$ cat src/rtl/clkdiv_slow_fifo.sv
// Fast-domain FIFO whose head is presented to a divided slow clock on update edges.
// Optional macro CLKDIV_SLOW_FIFO_DROP_CNT_EN adds a saturating refused-write counter.
module clkdiv_slow_fifo #(
    parameter  int DATA_W = 32,
    parameter  int DEPTH  = 4,
    localparam int AW     = $clog2(DEPTH)
) (
    input  logic              CLK,
    input  logic              RST_N,
    input  logic              preedge_i,
    input  logic              enq_valid_i,
    input  logic [DATA_W-1:0] enq_data_i,
    output logic              enq_ready_o,
    output logic              slow_valid_o,
    output logic [DATA_W-1:0] slow_data_o,
    input  logic              slow_deq_i,
`ifdef CLKDIV_SLOW_FIFO_DROP_CNT_EN
    output logic [7:0]        drop_cnt_o,
`endif
    output logic [AW:0]       count_o
);

    localparam logic [AW:0] FULL_COUNT = (AW + 1)'(DEPTH);

    logic [DATA_W-1:0] ring [DEPTH];
    logic [AW-1:0]     wr_ptr;
    logic [AW-1:0]     rd_ptr;
    logic [AW:0]       count_next;
    logic              push;
    logic              consumed;
    logic              pop;

    // The pop decision uses the registered count, so a word written on an
    // update edge cannot bypass into the output register on that same edge.
    assign push     = enq_valid_i & enq_ready_o;
    assign consumed = slow_valid_o & slow_deq_i;
    assign pop      = preedge_i & (~slow_valid_o | consumed) & (count_o != '0);

    always_comb begin
        count_next = count_o;
        case ({push, pop})
            2'b10:   count_next = count_o + 1'b1;
            2'b01:   count_next = count_o - 1'b1;
            default: count_next = count_o;
        endcase
    end

    always_ff @(posedge CLK) begin
        if (push) begin
            ring[wr_ptr] <= enq_data_i;
        end
    end

    always_ff @(posedge CLK or negedge RST_N) begin
        if (!RST_N) begin
            wr_ptr       <= '0;
            rd_ptr       <= '0;
            count_o      <= '0;
            enq_ready_o  <= 1'b1;
            slow_valid_o <= 1'b0;
            slow_data_o  <= '0;
        end else begin
            if (push) begin
                wr_ptr <= wr_ptr + 1'b1;
            end
            if (pop) begin
                rd_ptr       <= rd_ptr + 1'b1;
                slow_data_o  <= ring[rd_ptr];
                slow_valid_o <= 1'b1;
            end else if (preedge_i && consumed) begin
                slow_valid_o <= 1'b0;
            end
            count_o     <= count_next;
            enq_ready_o <= (count_next < FULL_COUNT);
        end
    end

`ifdef CLKDIV_SLOW_FIFO_DROP_CNT_EN
    always_ff @(posedge CLK or negedge RST_N) begin
        if (!RST_N) begin
            drop_cnt_o <= 8'd0;
        end else if (enq_valid_i && !enq_ready_o && (drop_cnt_o != 8'hFF)) begin
            drop_cnt_o <= drop_cnt_o + 8'd1;
        end
    end
`endif

endmodule

$ cat config.mk
export PLATFORM = sky130hd
export DESIGN_NAME = clkdiv_slow_fifo
export DESIGN_NICKNAME = d
export VERILOG_FILES = /design/src/rtl/clkdiv_slow_fifo.sv
export SDC_FILE = /design/constraint.sdc
export NUM_CORES = 1
export LEC_CHECK = 0
export CORE_UTILIZATION = 40
export CTS_CLUSTER_DIAMETER = 60
export DETAILED_ROUTE_END_ITERATION = 16
export SLEW_MARGIN = 30
export SYNTH_ARGS = -nofsm -noshare
export SYNTH_HDL_FRONTEND = slang
export SYNTH_SLANG_ARGS = --single-unit
$ cat constraint.sdc
create_clock -name CLK -period 2.59 [get_ports CLK]
set_input_delay 0.3885 -clock CLK [delete_from_list [all_inputs] [get_ports CLK]]
set_output_delay 0.3885 -clock CLK [all_outputs]
set_load 0.03 [all_outputs]
**Word-level counts from Yosys, hierarchy flattened**

Memory sizes are Yosys's and may differ from the RTL's. A register that Yosys moved wholly into a read port is not among the register bits.
Index checks and enable logic that the tools add are counted.

- Add/sub/neg operators: 4
- Reductions and logical operators: 4
- Order comparisons: 1
- Multiplexer cells: 5
- Equality and inequality tests: 2
- Bitwise gates (word level): 6

Operators by type and width:

| operator | number |
|---|---|
| $pmux 3 s2 | 1 |
| $add 2x1->2 const B | 2 |
| $and 1x1->1 | 4 |
| $mux 1 | 4 |
| $add 3x1->3 const B | 1 |
| $lt 3x3->1 const B | 1 |
| $reduce_bool 3->1 | 1 |
| $sub 3x1->3 const B | 1 |
| $eq 2x1->1 const B | 1 |
| $eq 2x2->1 const B | 1 |
| $reduce_bool 2->1 | 1 |
| $logic_and 1x1->1 | 1 |
| $logic_not 1->1 | 1 |
| $not 1->1 | 1 |
| $or 1x1->1 | 1 |

- Memories: 1
- Bits in writable memories: 128
- Output and inout bits: 37
- Register bits after elaboration: 9
- Input bits: 37
- Word-level logic and storage cells: 28

Memory list:

| memory | words | width | read ports | clocked after Yosys merged registers in | wr ports | line | source |
|---|---|---|---|---|---|---|---|
| ring | 4 | 32 | 1 | 1 | 1 | 25 | `logic [DATA_W-1:0] ring [DEPTH];` |

**Depth between registers and ports, before layout**

Gate-level depths: netlist (run 1).

- Depth after elaboration: 7
- Depth in mapped cells: 9
- Mapped depth without buffers: 8

**Worst setup path before layout (run 1)**

OpenSTA, ideal clock, no wires.

- Kind: flip-flop to flip-flop
- Start: register with a tool-made name
- End: register with a tool-made name
- Arrival: 2290 ps
- Period minus slack after synthesis: 2370 ps
- Setup slack: 220 ps
- Cell stages (with the launch flop): 10
- Required time: 2509 ps
- Path buffers: 1
- Setup time: 81 ps
- Path through: dfrtp_1 or3_4 nand3_4 buf_6 inv_1 ha_1 fa_1 xnor2_1 nor2_1 xor2_1

==> qor.yml, run 1 <==
die:
  die_h_um: 128
  start_util_pct: 41.2
  core_area_um2: 15300
  num_io_pins: 74
  row_count: 45
  fp.dieW_um: 128
  dieArea_um2: 16300
synthesis:
  avgSynthCellArea_um2: 23.0
  synth_ff_type: "edfxtp_1"
  synth_edf_count: 128
  ys_ff_latch: 169
  synthArstFlopShare_pct: 24.3
  synth_area_leaders: "edfxtp_1 61%, dfrtp_1 16%, mux4_2 11%"
  yosys_warnings: 0
  post-synth-top-area-cell: "edfxtp_1"
  synth_nets: 318
  synthesis.area_um2: 6310
  synth_top_area_share_pct: 60.9
  yosysSeqAreaShare_pct: 77.1
  synth_cells: 275
  ys_types: 21
layout:
  fin_area_um2: 7930
  nets: 409
  post_route_cells_drive_above_1_share_pct: 29.6
  antenna_cells: 0
  syn_to_final_growth_pct: 25.6
timing:
  rsz0062_at_grt: "false"
  slew_violations: 0
  hold_ws_ps: 442
  clock_skew_ps: 13.0
  period_share_pct: 81.7
  tns_ps: 0
  tightestPinTransition_ps: 503
  setup_violations: 0
  fin_crit_ps: 2120
  finalHoldViolations: 0
  slew_headroom_pct: 66.5
  fmax_mhz: 473
run_status:
  status: "finished clean"
power_and_ir_drop:
  power_mw: 9.39
  power.leakage_nw: 2.75
  max-vdd-ir-drop_v: 0.000765
  power_per_cell_area_nw_per_um2: 1180
placed_design:
  dpl_cell_area_um2: 7350
  io_buffers: 73
  dp_hpwl_um: 6730
  place.gp.congestion: 0.661
clocking:
  path_clk_slew_ps: 60
  numCtsBuffers: 17
  h-tree-depth: 4
  clkSinkCount: 169
  clock_latency_ps: 420
  ctsResizeCount: 0
  cts_tree: "built"
  cts-root-buf: "clkbuf_16"
  clock_path_buffers: 2
critical_path:
  slowest_stage: "dfrtp_1"
  worst-setup-path-type: "flip-flop to flip-flop"
  required_ps: 2920
  cp-end-kind: "flip-flop"
  path_cells: "or3_4 > nand3_4 > inv_1 > ha_1 > fa_1 > xnor2_1 > nor2_1 > xor2_1"
  cp_slowest_stage_delay_ps: 430
  startpoint_type: "flip-flop"
  crit_arrival_ps: 2450
  path_max_fanout: 4
detailed_routing:
  vias: 2885
  wl_um: 11000
  dr.pass1.iters: 4
  first_iter_violations: 122
  drcViolationCount: 0
  drt.antenna.violating_nets: 0
  avgRoutedWirePerCell_um: 18.7
  drt-vias-per-instance: 4.89
hold_path:
  hold_path_class: "primary input to async pin"
grt:
  groute.usage.overall_pct: 15.1
  grt_pass1_vias: 3182
  grt_max_degree: 35
  grt-ovfl-total: 0
  antenna_found_initial: 0
  grt_pass1_wl_um: 17400
job:
  drv_cap: 0
-- what timing repair did --
action                    in CTS  in global routing
setup buffers                  0                  0
hold endpoints to repair      12                  0
hold buffers                   1                  0
-- synthesized netlist by cell type (all sizes together), types with 2 or more instances --
master  count
mux4       32
clkbuf      2
mux2       34
dfrtp      40
xnor2       6
and3        4
buf         9
nand2       4
inv         3
ha          5
edfxtp    128
-- cell families (layout without fill, tap and decap cells) --
logic type	Yosys count	in the layout	share of synthesized area, %
flops	169	169	77.1
mux	66	66	17.5
simple gates	13	13	1.35
xor+xnor	7	7	0.971
buf+inv	14	118	1.70
fa+ha+maj	6	6	1.31
-- worst paths after layout --
kind | cells past startpoint | slack (ps) | to
setup / recovery | 8 | 470 | flip-flop
min in group CLK | 1 | 500 | slow_data_o[16]$_DFFE_PN0P_
max in group asynchronous | 3 | 1390 | rd_ptr[1]$_DFFE_PN0P_
hold / removal | 2 | 440 | slow_data_o[8]$_DFFE_PN0P_
hold reg to reg | 1 | 500 | slow_data_o[16]$_DFFE_PN0P_
setup reg to reg | 8 | 470 | flip-flop
-- routing by layer --
| layer | part of all wire [%] | routed length (um) | GRT usage (%) |
|---|---|---|---|
| met3 | 4.3 | 473 | 4.86 |
| met1 | 43 | 4790 | 18.0 |
| met5 | 0 | 0 | 0 |
| met2 | 51 | 5670 | 25.9 |
| met4 | 1.0 | 112 | 5.40 |
-- per-stage QoR --
stage | setup slack (ps) | utilization (%) | instances
floorplan | 220 | - | 275
global placement | 351 | 48.0 | 557
detailed placement | 283 | 48.0 | 557
CTS | 449 | 51.8 | 590
global route | 336 | 51.8 | 590
finish | 474 | 51.8 | 590
-- sequential cells by signal, indices dropped and copies added, names as in the netlist, named ones only --
register and flops:
wr_ptr 2, slow_data_o 32, slow_valid_o 1, enq_ready_o 1
rd_ptr 2, ring 128, count_o 2
-- critical path: cells and delay by family (launching register included) --
family | cells | cell delay, ps
xor gates and xnor gates | 2 | 300
adders and majority gates | 2 | 600
buffers and inverters | 1 | 40
DFF | 1 | 430
and+or+nand+nor | 3 | 670
-- where the power goes --
group	total (mW)	internal, mW	switching (mW)
registers	3.94	3.59	0.354
clock network	2.43	1.49	0.948
logic	3.02	1.54	1.48
-- placed cells by master, fill, tap and decap left out, drive strengths merged --
master,instances
xor2,1
clkinv,7
bufinv,2
dlygate4sd3,1
nand2,4
dfrtp,40
or3,1
nor2,1
clkdlybuf4s50,72
mux4,32
edfxtp,128
inv,3
and3,4
nand3,1
ha,5
nand4,1
fa,1
mux2,34
xnor2,6
dfstp,1
clkbuf,23
buf,10
nand2b,1
-- layout make-up --
class                   instances  area, um^2
clock inverters                 9        97.6
multi-input cells              92        1340
repair buffers                 83         866
flip-flops and latches        169        4870
fillers                      1235        7380
well taps                     211         264
inverters                       3        11.3
clock buffers                  23         478
No activity file was read; power rests on OpenSTA's default activity.
==> run 2: changes to the inputs <==
==> constraint.sdc (replaced) <==
create_clock -name CLK -period 2.2 [get_ports CLK]
set_input_delay 0.33 -clock CLK [delete_from_list [all_inputs] [get_ports CLK]]
set_output_delay 0.33 -clock CLK [all_outputs]
set_load 0.03 [all_outputs]
==> run 2 against run 1 <==
Against the previous run: clock power increased by 19%; largest cell class unchanged; non-clock buffer count increased by 1; sequential cell count unchanged; sequential power increased by 16%; via count increased by 0.14%; total power increased by 19%; final cell count increased by 0.17%; fmax increased by 3.3%; worst setup slack got worse by 320 ps.
==> qor.yml, run 2 (synthesis gave the netlist of run 1 again) <==
run_status:
  status: "finished clean"  # unchanged
placed_design:
  place_ws_ps: -23.7  # was 283 ps
  dp_hpwl_um: 6320  # was 6730 um
  place.gp.congestion: 0.671  # was 0.661
  io_buffers: 73  # unchanged
layout:
  antenna_cells: 0  # unchanged
  nets: 410  # was 409
  largest_register_ffs: 128  # unchanged
  reg_top3: "ring x128, slow_data_o x32"  # unchanged
  post_route_cells_drive_above_1_share_pct: 30.8  # was 29.6%
  final_common_cell: "edfxtp_1"  # unchanged
  top_register: "ring"  # unchanged
  syn_to_final_growth_pct: 26.2  # was 25.6%
  layout_common_cells: "128 x edfxtp_1, 72 x clkdlybuf4s50_1, 35 x dfrtp_1, 34 x mux2_2, 31 x mux4_2"  # was 128 x edfxtp_1, 72 x clkdlybuf4s50_1, 38 x dfrtp_1, 34 x mux2_2, 31 x mux4_2
die:
  row_count: 45  # unchanged
  fp.dieW_um: 128  # unchanged
  num_io_pins: 74  # unchanged
  die_h_um: 128  # unchanged
  dieArea_um2: 16300  # unchanged
  start_util_pct: 41.2  # unchanged
  core_area_um2: 15300  # unchanged
power_and_ir_drop:
  sw_frac_of_total_pct: 29.6  # was 29.7%
  seqPwrFrac_pct: 41.1  # was 41.9%
  clock_power_share_pct: 25.9  # about the same
  power_per_cell_area_nw_per_um2: 1400  # was 1180 nW/um^2
  power.leakage_nw: 2.75  # about the same
  pwr-share-comb_pct: 32.9  # was 32.1%
  p_int_mw: 7.84  # was 6.61 mW
  max-vdd-ir-drop_v: 0.000721  # was 0.000765 V
  power.switching_mw: 3.30  # was 2.79 mW
timing:
  tightestPinTransition_ps: 528  # was 503 ps
  hold_ws_ps: 374  # was 442 ps
  clock_skew_ps: 7.91  # was 13.0 ps
  rsz0062_at_grt: "false"  # unchanged
  finalHoldViolations: 0  # unchanged
  slew_headroom_pct: 64.8  # was 66.5%
  slew_violations: 0  # unchanged
  setup_violations: 0  # unchanged
  period_share_pct: 93.1  # was 81.7%
  worst_slack_ps: 152  # was 474 ps
  fin_crit_ps: 2050  # was 2120 ps
  fmax_mhz: 488  # was 473 MHz
critical_path:
  startpoint_type: "flip-flop"  # unchanged
  cp-end-kind: "flip-flop"  # unchanged
  regToRegStartpoint: "count_o[1]$_DFFE_PN0N_"
  crit_arrival_ps: 2380  # was 2450 ps
  r2r_cells: 8  # unchanged
  worst-setup-path-type: "flip-flop to flip-flop"  # unchanged
  required_ps: 2540  # was 2920 ps
  path_max_fanout: 4  # unchanged
  r2r_slack_ps: 150  # was 470 ps
grt:
  groute.usage.overall_pct: 15.0  # was 15.1%
  grt_pass1_wl_um: 17000  # was 17,400 um
  grt_pass1_vias: 3019  # was 3,182
  grt_max_degree: 35  # unchanged
  antenna_found_initial: 0  # unchanged
  grt-ovfl-total: 0  # unchanged
detailed_routing:
  wl_um: 11100  # was 11,000 um
  drt-vias-per-instance: 4.89  # about the same
  drt.antenna.violating_nets: 0  # unchanged
  dr.pass1.iters: 4  # unchanged
  first_iter_violations: 144  # was 122
  avgRoutedWirePerCell_um: 18.8  # was 18.7 um
  drcViolationCount: 0  # unchanged
  vias: 2889  # was 2,885
clocking:
  ctsResizeCount: 0  # unchanged
  clock_path_buffers: 2  # unchanged
  cts-root-buf: "clkbuf_16"  # unchanged
  clock_latency_ps: 420  # about the same
  path_clk_slew_ps: 60  # about the same
  h-tree-depth: 4  # unchanged
  clkSinkCount: 169  # unchanged
  cts_setup_buffers: 0  # unchanged
  ctsHoldBuffers: 1  # unchanged
  cts_tree: "built"  # unchanged
  numCtsBuffers: 17  # unchanged
hold_path:
  hold_path_class: "primary input to async pin"  # unchanged
job:
  drv_cap: 0  # unchanged
## run 2: cell types whose count changed in the layout (fill, tap and decap cells not counted), moves of 2 or more
cell	change
clkinv_2	-3
dfrtp_1	-3
dfrtp_2	+3
clkbuf_1	+2
## run 2: metal layers
metal / vias up / part of all wire, % / GRT usage [%]
met5: - / 0 / 0
met1: 1524 / 43 / 18.4
met3: 11 / 4.3 / 4.61
met4: 0 / 1.3 / 6.23
li1: 1287 / - / -
met2: 67 / 51 / 24.9
## run 2: cell type report
class	instances	area [um^2]
fill	1243	7340
timing repair buffer	84	886
inverter	3	11.3
clock buffer	25	485
tap	211	264
sequential	169	4880
clock inverter	7	91.3
multi-input combinational	92	1360
## run 2: power groups by stage
stage                     Sequential [mW]  Clock (mW)  Combinational (mW)
after detailed placement             4.66           0                3.75
after global placement               4.62           0                3.70
final                                4.58        2.89                3.67
after global routing                 4.67        3.07                3.93
after CTS                            4.61        2.95                3.76
after floorplan                      5.24           0                1.80
## run 2: metrics by stage
stage | power [mW] | std cells | instance area [um^2] | utilization, % | TNS [ps]
after detailed placement | 8.41 | 558 | 7380 | 48.2 | -23.7
after global routing | 11.7 | 591 | 7970 | 52.1 | 0
after floorplan | 7.04 | 275 | 6330 | - | -52.9
final | 11.1 | 591 | 7970 | 52.1 | 0
after global placement | 8.33 | 558 | 7380 | 48.2 | 0
after CTS | 11.3 | 591 | 7970 | 52.1 | 0
## run 2: worst max path at each step
| stage | start | endpoint | cells after the start |
|---|---|---|---|
| final | count_o[1]$_DFFE_PN0N_ | flip-flop | 8 |
| after global routing | count_o[1]$_DFFE_PN0N_ | flip-flop | 8 |
| after CTS | count_o[1]$_DFFE_PN0N_ | flip-flop | 8 |
| after detailed placement | slow_deq_i | flip-flop | 9 |
| after global placement | slow_deq_i | flip-flop | 9 |
| after floorplan | count_o[1]$_DFFE_PN0N_ | flip-flop | 9 |
## run 2: critical path, cell delays in order, from the launching register on
cell     delay, ps
dfrtp_2        430
or3_4          410
nand3_4         70
inv_2           40
ha_4           160
fa_2           350
xnor2_1        130
nor2_1         210
xor2_1         160
